===== src/rtl/voice_allocator.sv =====
// -----------------------------------------------------------------------------
// voice_allocator
//
// Polyphonic note scheduler. Shares NUM_VOICES voice instances among a stream
// of note events. Each accepted event is matched against the voices over one
// scan pass (one voice per cycle), then committed in a single cycle:
// note-off releases a matching voice, note-on takes the lowest free voice or,
// when every voice is busy, steals the oldest one. A stolen voice keeps its
// gate low for GATE_GAP_CYCLES so its envelope can release before the new
// note is loaded.
//
// Ports
//   main_clk    system clock
//   rst         asynchronous reset, active-high
//   ev_valid    event offered
//   ev_ready    event accepted when ev_valid && ev_ready (high only in IDLE)
//   ev_note_on  1 = note-on, 0 = note-off
//   ev_note     note number, used as the match key
//   ev_freq     tone frequency loaded on note-on
//   all_off     panic: clears every gate and drops any in-flight event
//   voice_gate  gate per voice
//   voice_freq  tone_freq per voice, voice i at [i*FREQ_BITS +: FREQ_BITS]
//   voice_note  note held per voice, voice i at [i*7 +: 7]
//   stolen      one-cycle pulse when a steal commits
// -----------------------------------------------------------------------------
module voice_allocator #(
    parameter int NUM_VOICES      = 4,
    parameter int FREQ_BITS       = 16,
    parameter int AGE_BITS        = 4,
    parameter int GATE_GAP_CYCLES = 1024
) (
    input  logic                            main_clk,
    input  logic                            rst,
    input  logic                            ev_valid,
    output logic                            ev_ready,
    input  logic                            ev_note_on,
    input  logic [6:0]                      ev_note,
    input  logic [FREQ_BITS-1:0]            ev_freq,
    input  logic                            all_off,
    output logic [NUM_VOICES-1:0]           voice_gate,
    output logic [NUM_VOICES*FREQ_BITS-1:0] voice_freq,
    output logic [NUM_VOICES*7-1:0]         voice_note,
    output logic                            stolen
);

    localparam int IDX_W = $clog2(NUM_VOICES);
    localparam int GAP_W = (GATE_GAP_CYCLES > 1) ? $clog2(GATE_GAP_CYCLES) : 1;

    typedef enum logic [1:0] {IDLE, SCAN, COMMIT, GAP} state_t;
    typedef logic [IDX_W-1:0] idx_t;

    state_t state, state_next;

    // Registered event
    logic                 ev_on_q;
    logic [6:0]           ev_note_q;
    logic [FREQ_BITS-1:0] ev_freq_q;

    // Scan bookkeeping
    idx_t                 scan_idx;
    logic                 match_found, free_found, old_found;
    idx_t                 match_idx, free_idx, old_idx;
    logic [AGE_BITS-1:0]  old_age;
    logic [GAP_W-1:0]     gap_cnt;

    // Per-voice storage
    logic [FREQ_BITS-1:0] freq_r [NUM_VOICES];
    logic [6:0]           note_r [NUM_VOICES];
    logic [AGE_BITS-1:0]  age_r  [NUM_VOICES];

    logic                 scan_last, gap_last, steal;
    idx_t                 alloc_idx;
    logic                 cur_gate;
    logic [6:0]           cur_note;
    logic [AGE_BITS-1:0]  cur_age;

    assign ev_ready  = (state == IDLE);
    assign scan_last = (scan_idx == idx_t'(NUM_VOICES - 1));
    assign gap_last  = (gap_cnt == GAP_W'(GATE_GAP_CYCLES - 1));
    // A note-on that neither matches nor finds a free voice must steal.
    assign steal     = ev_on_q && !match_found && !free_found;
    assign alloc_idx = free_found ? free_idx : old_idx;

    assign cur_gate  = voice_gate[scan_idx];
    assign cur_note  = note_r[scan_idx];
    assign cur_age   = age_r[scan_idx];

    for (genvar g = 0; g < NUM_VOICES; g++) begin : g_pack
        assign voice_freq[g*FREQ_BITS +: FREQ_BITS] = freq_r[g];
        assign voice_note[g*7 +: 7]                 = note_r[g];
    end

    // NOTE: state and storage use nonblocking (<=) so every register samples
    // pre-edge values; blocking here would create order-dependent races.
    always_ff @(posedge main_clk or posedge rst) begin
        if (rst) state <= IDLE;
        else     state <= state_next;
    end

    // NOTE: state_next gets its default before the case so every path assigns
    // it and no latch is inferred.
    always_comb begin
        state_next = state;
        unique case (state)
            IDLE:    if (ev_valid)  state_next = SCAN;
            SCAN:    if (scan_last) state_next = COMMIT;
            COMMIT:  state_next = steal ? GAP : IDLE;
            GAP:     if (gap_last)  state_next = IDLE;
            default: state_next = IDLE;
        endcase
        if (all_off) state_next = IDLE;
    end

    always_ff @(posedge main_clk or posedge rst) begin
        if (rst) begin
            ev_on_q     <= 1'b0;
            ev_note_q   <= '0;
            ev_freq_q   <= '0;
            scan_idx    <= '0;
            match_found <= 1'b0;
            free_found  <= 1'b0;
            old_found   <= 1'b0;
            match_idx   <= '0;
            free_idx    <= '0;
            old_idx     <= '0;
            old_age     <= '0;
            gap_cnt     <= '0;
            stolen      <= 1'b0;
            voice_gate  <= '0;
            // NOTE: voice storage is reset explicitly because freq/note are
            // visible on the outputs and must come up as zero.
            for (int i = 0; i < NUM_VOICES; i++) begin
                freq_r[i] <= '0;
                note_r[i] <= '0;
                age_r[i]  <= '0;
            end
        end else begin
            stolen <= 1'b0;
            if (all_off) begin
                // Panic wins over everything; freq/note/age are left alone.
                voice_gate <= '0;
            end else begin
                unique case (state)
                    IDLE: begin
                        if (ev_valid) begin
                            ev_on_q     <= ev_note_on;
                            ev_note_q   <= ev_note;
                            ev_freq_q   <= ev_freq;
                            scan_idx    <= '0;
                            match_found <= 1'b0;
                            free_found  <= 1'b0;
                            old_found   <= 1'b0;
                        end
                    end
                    SCAN: begin
                        if (cur_gate && cur_note == ev_note_q && !match_found) begin
                            match_found <= 1'b1;
                            match_idx   <= scan_idx;
                        end
                        if (!cur_gate && !free_found) begin
                            free_found <= 1'b1;
                            free_idx   <= scan_idx;
                        end
                        // Strictly greater keeps the lowest index on ties.
                        if (cur_gate && (!old_found || cur_age > old_age)) begin
                            old_found <= 1'b1;
                            old_idx   <= scan_idx;
                            old_age   <= cur_age;
                        end
                        scan_idx <= scan_idx + 1'b1;
                    end
                    COMMIT: begin
                        if (!ev_on_q) begin
                            if (match_found) voice_gate[match_idx] <= 1'b0;
                        end else if (!match_found) begin
                            if (free_found) begin
                                voice_gate[free_idx] <= 1'b1;
                                freq_r[free_idx]     <= ev_freq_q;
                                note_r[free_idx]     <= ev_note_q;
                            end else begin
                                voice_gate[old_idx] <= 1'b0;
                                stolen              <= 1'b1;
                                gap_cnt             <= '0;
                            end
                            for (int i = 0; i < NUM_VOICES; i++) begin
                                if (idx_t'(i) == alloc_idx)
                                    age_r[i] <= '0;
                                else if (age_r[i] != '1)
                                    age_r[i] <= age_r[i] + 1'b1;
                            end
                        end
                    end
                    GAP: begin
                        if (gap_last) begin
                            voice_gate[old_idx] <= 1'b1;
                            freq_r[old_idx]     <= ev_freq_q;
                            note_r[old_idx]     <= ev_note_q;
                        end else begin
                            gap_cnt <= gap_cnt + 1'b1;
                        end
                    end
                    default: ;
                endcase
            end
        end
    end

endmodule

===== config.mk =====
export PLATFORM = sky130hd
export DESIGN_NAME = voice_allocator
export DESIGN_NICKNAME = d
export VERILOG_FILES = /design/src/rtl/voice_allocator.sv
export SDC_FILE = /design/constraint.sdc
export NUM_CORES = 1
export LEC_CHECK = 0
export CORE_MARGIN = 5
export CORE_UTILIZATION = 45
export DETAILED_ROUTE_END_ITERATION = 7
export PLACE_DENSITY = 0.68
export SYNTH_ARGS = -nofsm -noshare
export SYNTH_HDL_FRONTEND = slang
export SYNTH_SLANG_ARGS = --single-unit

===== constraint.sdc =====
create_clock -name main_clk -period 7 [get_ports main_clk]
set_clock_uncertainty 0.15 [all_clocks]
set_input_delay 1.4 -clock main_clk [delete_from_list [all_inputs] [get_ports main_clk]]
set_output_delay 1.4 -clock main_clk [all_outputs]
set_load 0.05 [all_outputs]

======== Yosys cells after proc, flatten, opt, wreduce, memory -nomap -nowiden ========
Cells that the tools add are included.
W data, S select, Z words.
storage, ports and cells
  RAM bits ................................ 0
  memories kept ........................... 0
  input bits .............................. 28
  memory bits (read-only) ................. 0
  bits in registers ....................... 164
  logic and storage cells ................. 203
  latch bits .............................. 0
cells by class
  mux-type cells .......................... 77
  order comparisons ....................... 13
  bitwise logic cells ..................... 11
  reduce and logical (&&, ||, !) cells .... 41
  eq/ne operators ......................... 28
  add/sub/neg operators ................... 6
  div/mod/pow operators ................... 0
  multiply operators ...................... 0
  shift-type cells ........................ 0
operator list
  kind                   count
  $mux W64               4
  $bwmux W64             2
  $pmux W64 S2           1
  $mux W28               4
  $demux W16 S2          2
  $mux W4                16
  $bwmux W28             2
  $pmux W28 S2           1
  $mux W10               4
  $mux W16               2
  $demux W7 S2           2
  $mux W7                4
  $ne A4 B4 Y1 const B   6
  $ne A2 B2 Y1 const B   10
  $pmux W10 S2           1
  $reduce_and A5 Y1      4
  $reduce_and A3 Y1      6
  $add A4 B1 Y4 const B  4
  $reduce_and A4 Y1      4
  $bmux W7 S2            1
  $mux W2                7
  $mux W1                13
  $lt A2 B3 Y1 const B   4
  $reduce_and A6 Y1      2
  32 further kinds       70

======== Logic depth before layout (Yosys ltp) ========
  depth after elaboration ................. 11
  mapped depth ............................ 10

======== Worst setup path after synthesis ========
OpenSTA, ideal clock, no wires.
  kind .................................... in2reg
  start ................................... input all_off
  end ..................................... register freq_r, in the netlist voice_freq[15]
  setup slack ............................. 3,819 ps
  stages on the path ...................... 6
  arrival time ............................ 2,906 ps
  setup time .............................. 125 ps
  path through ............................ clkbuf_1 -> nor3_2 -> a22oi_1 -> a21oi_2 -> buf_4 -> mux2_2
between the ends
  cells in the longest elaborated chain, start to end .. 2
ends and longest elaborated chain
  what                                RTL line  text
  start: declaration                  39        input logic all_off,
  $not A1 Y1 (no source line)         -
  $reduce_and A6 Y1 (no source line)  -
  end signal: indexed assignment      178       freq_r[free_idx] <= ev_freq_q;
  end signal: indexed assignment      196       freq_r[old_idx] <= ev_freq_q;
  end: declaration                    67        logic [FREQ_BITS-1:0] freq_r [NUM_VOICES];
No other way between the ends.
A chain may end at the register's enable or synchronous reset.

======== Final worst setup path ========
  start ................................... input all_off
  end ..................................... register note_r, in the netlist voice_note[17]
between the ends
  cells in the longest elaborated chain, start to end .. 2
ends and longest elaborated chain
  what                                RTL line  text
  $not A1 Y1 (no source line)         -
  $reduce_and A6 Y1 (no source line)  -
  end signal: indexed assignment      179       note_r[free_idx] <= ev_note_q;
  end signal: indexed assignment      197       note_r[old_idx] <= ev_note_q;
  end: declaration                    68        logic [6:0] note_r [NUM_VOICES];
No other way between the ends.

==> flow_summary_export.csv <==
group,metric,value,unit
worst_setup_path,worst_ep_arrival_time,4070,ps
pwr,power.density,300,nW/um^2
pwr,switching_share,0.330,
drt,first_pass_iters,6,
worst_setup_path,reg2reg_to,"voice_note[17]$_DFFE_PP0P_",
sta,finalCritPeriodShare,0.557,
die,start_util,0.462,
global_route,grt_pass1_wl,29600,um
synth,syn_inst,579,
synth,synth_xor_area_frac,0.0201,
die,chipWidth,138,um
cells_and_area,final-seq-area,4100,um^2
pwr,p_int,1.90,mW
die,die_area,19100,um^2
drt,antenna_left,0,
pwr,p_leak,4.19,nW
drt,wl_per_cell,19.3,um
clocking,htree_levels,4,
synth,synthAdderAreaFrac,0.0169,
die,io_pins,126,
cells_and_area,nFillCells,1324,
placement,gp_congestion,0.869,
worst_hold_path,worstHoldStart,"voice_freq[22]$_DFFE_PP0P_",
worst_hold_path,hold_class,"reg -> reg",
synth,synth_compound_area_frac,0.0710,
synth,synth_warnings,0,
synth,synth_top_family_by_area,"multiplexers",
drt,drc,0,
cells_and_area,diodes,0,
synth,yosysSeqAreaShare,0.555,
clocking,clock_path_buffers,2,
synth,avgSynthCellArea,12.8,um^2
sta,hold_viol,0,
synth,synth-edff-count,0,
worst_setup_path,rr_startpoint,"state[0]$_DFFE_PP0P_",
clocking,cts_tree,"built",
synth,ys.flop_type,"dfrtp_1",
synth,synthSimpleGateAreaFrac,0.0786,
worst_setup_path,worstPathRequired,7160,ps
sta,max_slew_margin,0.426,
pwr,combPwrFrac,0.237,
job,drv_cap,0,
worst_hold_path,min_path_cells,1,
worst_setup_path,reg2regPathDepth,7,
die,core.rowCount,46,
synth,syn_area,7400,um^2
clocking,ctsResizeCount,0,
status,outcome,"finished clean",
pwr,share_seq_of_total_power,0.432,
die,core,16000,um^2
drt,viasPerCell,5.44,
cells_and_area,layout.nets,745,
synth,synth_seq_cells,164,
global_route,grt_use_total,0.194,
sta,worstMarginPinSlew,861,ps
clocking,cts_made_buffers,17,
pwr,switching_power,0.936,mW
drt,routed_wl,18000,um
global_route,grt.overflow.total,0,
cells_and_area,multiInputGateArea,3080,um^2
cells_and_area,areaGrowthSynthToFinish,27.8,%
clocking,postCtsSetupBuffers,0,
cells_and_area,drive_above_1_share,0.246,
placement,io_buffers,125,
clocking,insertion_delay,430,ps
pwr,power_frac_clock,0.331,
cells_and_area,layout_common_cells,"dfrtp_1 (164), clkdlybuf4s50_1 (125), mux2_2 (114)",
worst_setup_path,end_kind,"register",
global_route,grt_pass1_vias,5391,
synth,synth_cell_types,50,
sta,slew_violations,0,
clocking,clkSlewWorstSetupHoldPaths,60,ps
worst_setup_path,critPathLaunchType,"primary input",
cells_and_area,final_common_cell,"dfrtp_1",
worst_hold_path,min_to,"voice_freq[22]$_DFFE_PP0P_",
worst_setup_path,path_max_fanout,25,
synth,syn-num-nets,617,
global_route,grt_max_degree,98,
sta,tns,0,ps
cells_and_area,fin_area,9450,um^2
synth,muxShareOfSynthArea,0.229,
drt,drtIter0Drc,387,
placement,post-dp-hpwl,12300,um
synth,postSynth.asyncResetShare,1.00,
worst_setup_path,critical_path_class,"in -> reg",
clocking,cts_hold_buf,0,
clocking,clock_sinks,164,
drt,num_vias,5095,
clocking,clock-root-buffer,"clkbuf_16",
cells_and_area,utilization,0.591,
global_route,antenna_found_initial,0,
sta,min_period,3900,ps
sta,fmax,0.256,GHz
sta,rsz0062_at_grt,"no",
pwr,ir_drop,0.000186,V
worst_setup_path,rrSetupSlack,3840,ps
die,die_y,138,um
placement,post_dp_cell_area,8860,um^2
sta,setup-violations-final,0,
==> kinds of logic after synthesis <==
logic type      after synthesis
compound gates               87
xor+xnor                     17
fa+ha+maj                    10
buf+inv                      45
flops                       164
mux                         141
simple gates                115
==> final cells by class <==
class                   instances  share of cell area
flip-flops and latches        164               0.434
multi-input cells             370               0.325
repair buffers                136               0.141
clock buffers                  20              0.0483
well taps                     216              0.0286
clock inverters                12              0.0148
inverters                      18             0.00768
==> layer usage <==
| layer | wire [um] | global-route usage | part of all wire |
|---|---|---|---|
| met5 | 0 | 0 | 0 |
| met2 | 8910 | 0.311 | 0.49 |
| met3 | 1510 | 0.0828 | 0.084 |
| met1 | 7390 | 0.240 | 0.41 |
| met4 | 238 | 0.0588 | 0.013 |
==> power groups by stage <==
stage	clock [mW]	combinational, mW	sequential (mW)
3_3_place_gp	0	0.662	1.23
4_1_cts	0.956	0.682	1.23
6_report	0.939	0.673	1.23
3_5_place_dp	0	0.676	1.24
2_1_floorplan	0	0.340	1.34
5_1_grt	1.00	0.724	1.25
==> worst max-delay path by stage <==
stage / from / endpoint / cells after the start
4_1_cts: all_off / voice_note[17]$_DFFE_PP0P_ / 7
6_report: all_off / voice_note[17]$_DFFE_PP0P_ / 7
2_1_floorplan: rst / age_r[0]$_DFFE_PP0P_ / 1
5_1_grt: all_off / voice_note[19]$_DFFE_PP0P_ / 7
3_3_place_gp: all_off / voice_freq[32]$_DFFE_PP0P_ / 7
3_5_place_dp: all_off / voice_freq[39]$_DFFE_PP0P_ / 7
==> state kept, by name, indices dropped and copies added (netlist names), 2 cells and up <==
name and cells:
age_r 16, ev_freq_q 16, ev_note_q 7, free_idx 2, gap_cnt 10, match_idx 2
old_age 4, old_idx 2, scan_idx 2, state 2, voice_freq 64, voice_gate 4
voice_note 28
==> worst max-delay path: stages <==
cell and delay [ps]:
clkdlybuf4s50_1 590, nor3_2 250, buf_4 290, a22oi_1 240, nor2_2 590, buf_4 340, mux2_2 360
==> Yosys cell counts, types with 2 or more instances <==
cell type | number | area, um^2
dfrtp_1 | 164 | 4100
mux2_2 | 114 | 1280
o21ai_0 | 30 | 150
a21oi_1 | 29 | 145
nand2_1 | 27 | 101
nor2_1 | 25 | 93.8
inv_1 | 18 | 67.6
nand3_1 | 17 | 85.1
mux2_1 | 13 | 146
clkbuf_1 | 12 | 45.0
nand2b_1 | 11 | 68.8
xnor2_1 | 11 | 96.3
ha_1 | 10 | 125
mux4_2 | 10 | 225
buf_4 | 8 | 60.1
nor3_1 | 7 | 35.0
nand4_1 | 6 | 37.5
xor2_1 | 6 | 52.6
nor4_1 | 5 | 31.3
a41oi_1 | 4 | 35.0
buf_2 | 4 | 20.0
mux2i_1 | 4 | 40.0
o22a_1 | 4 | 35.0
o31ai_1 | 4 | 30.0
nor2_2 | 3 | 18.8
o22ai_1 | 3 | 18.8
buf_6 | 2 | 22.5
nor3_2 | 2 | 20.0
nor3b_1 | 2 | 15.0
nor4b_1 | 2 | 17.5
o2111ai_1 | 2 | 17.5
or3_1 | 2 | 12.5
==> per-stage QoR <==
stage               hold slack, ps  setup slack [ps]  power, mW  cells
floorplan                      329              1020       1.68    579
CTS                            343              3110       2.87    936
global placement               319              2710       1.90    904
finish                         336              3100       2.84    936
global route                   363              2950       2.97    936
detailed placement             327              2660       1.92    904
Power figures use the tool's default switching activity.
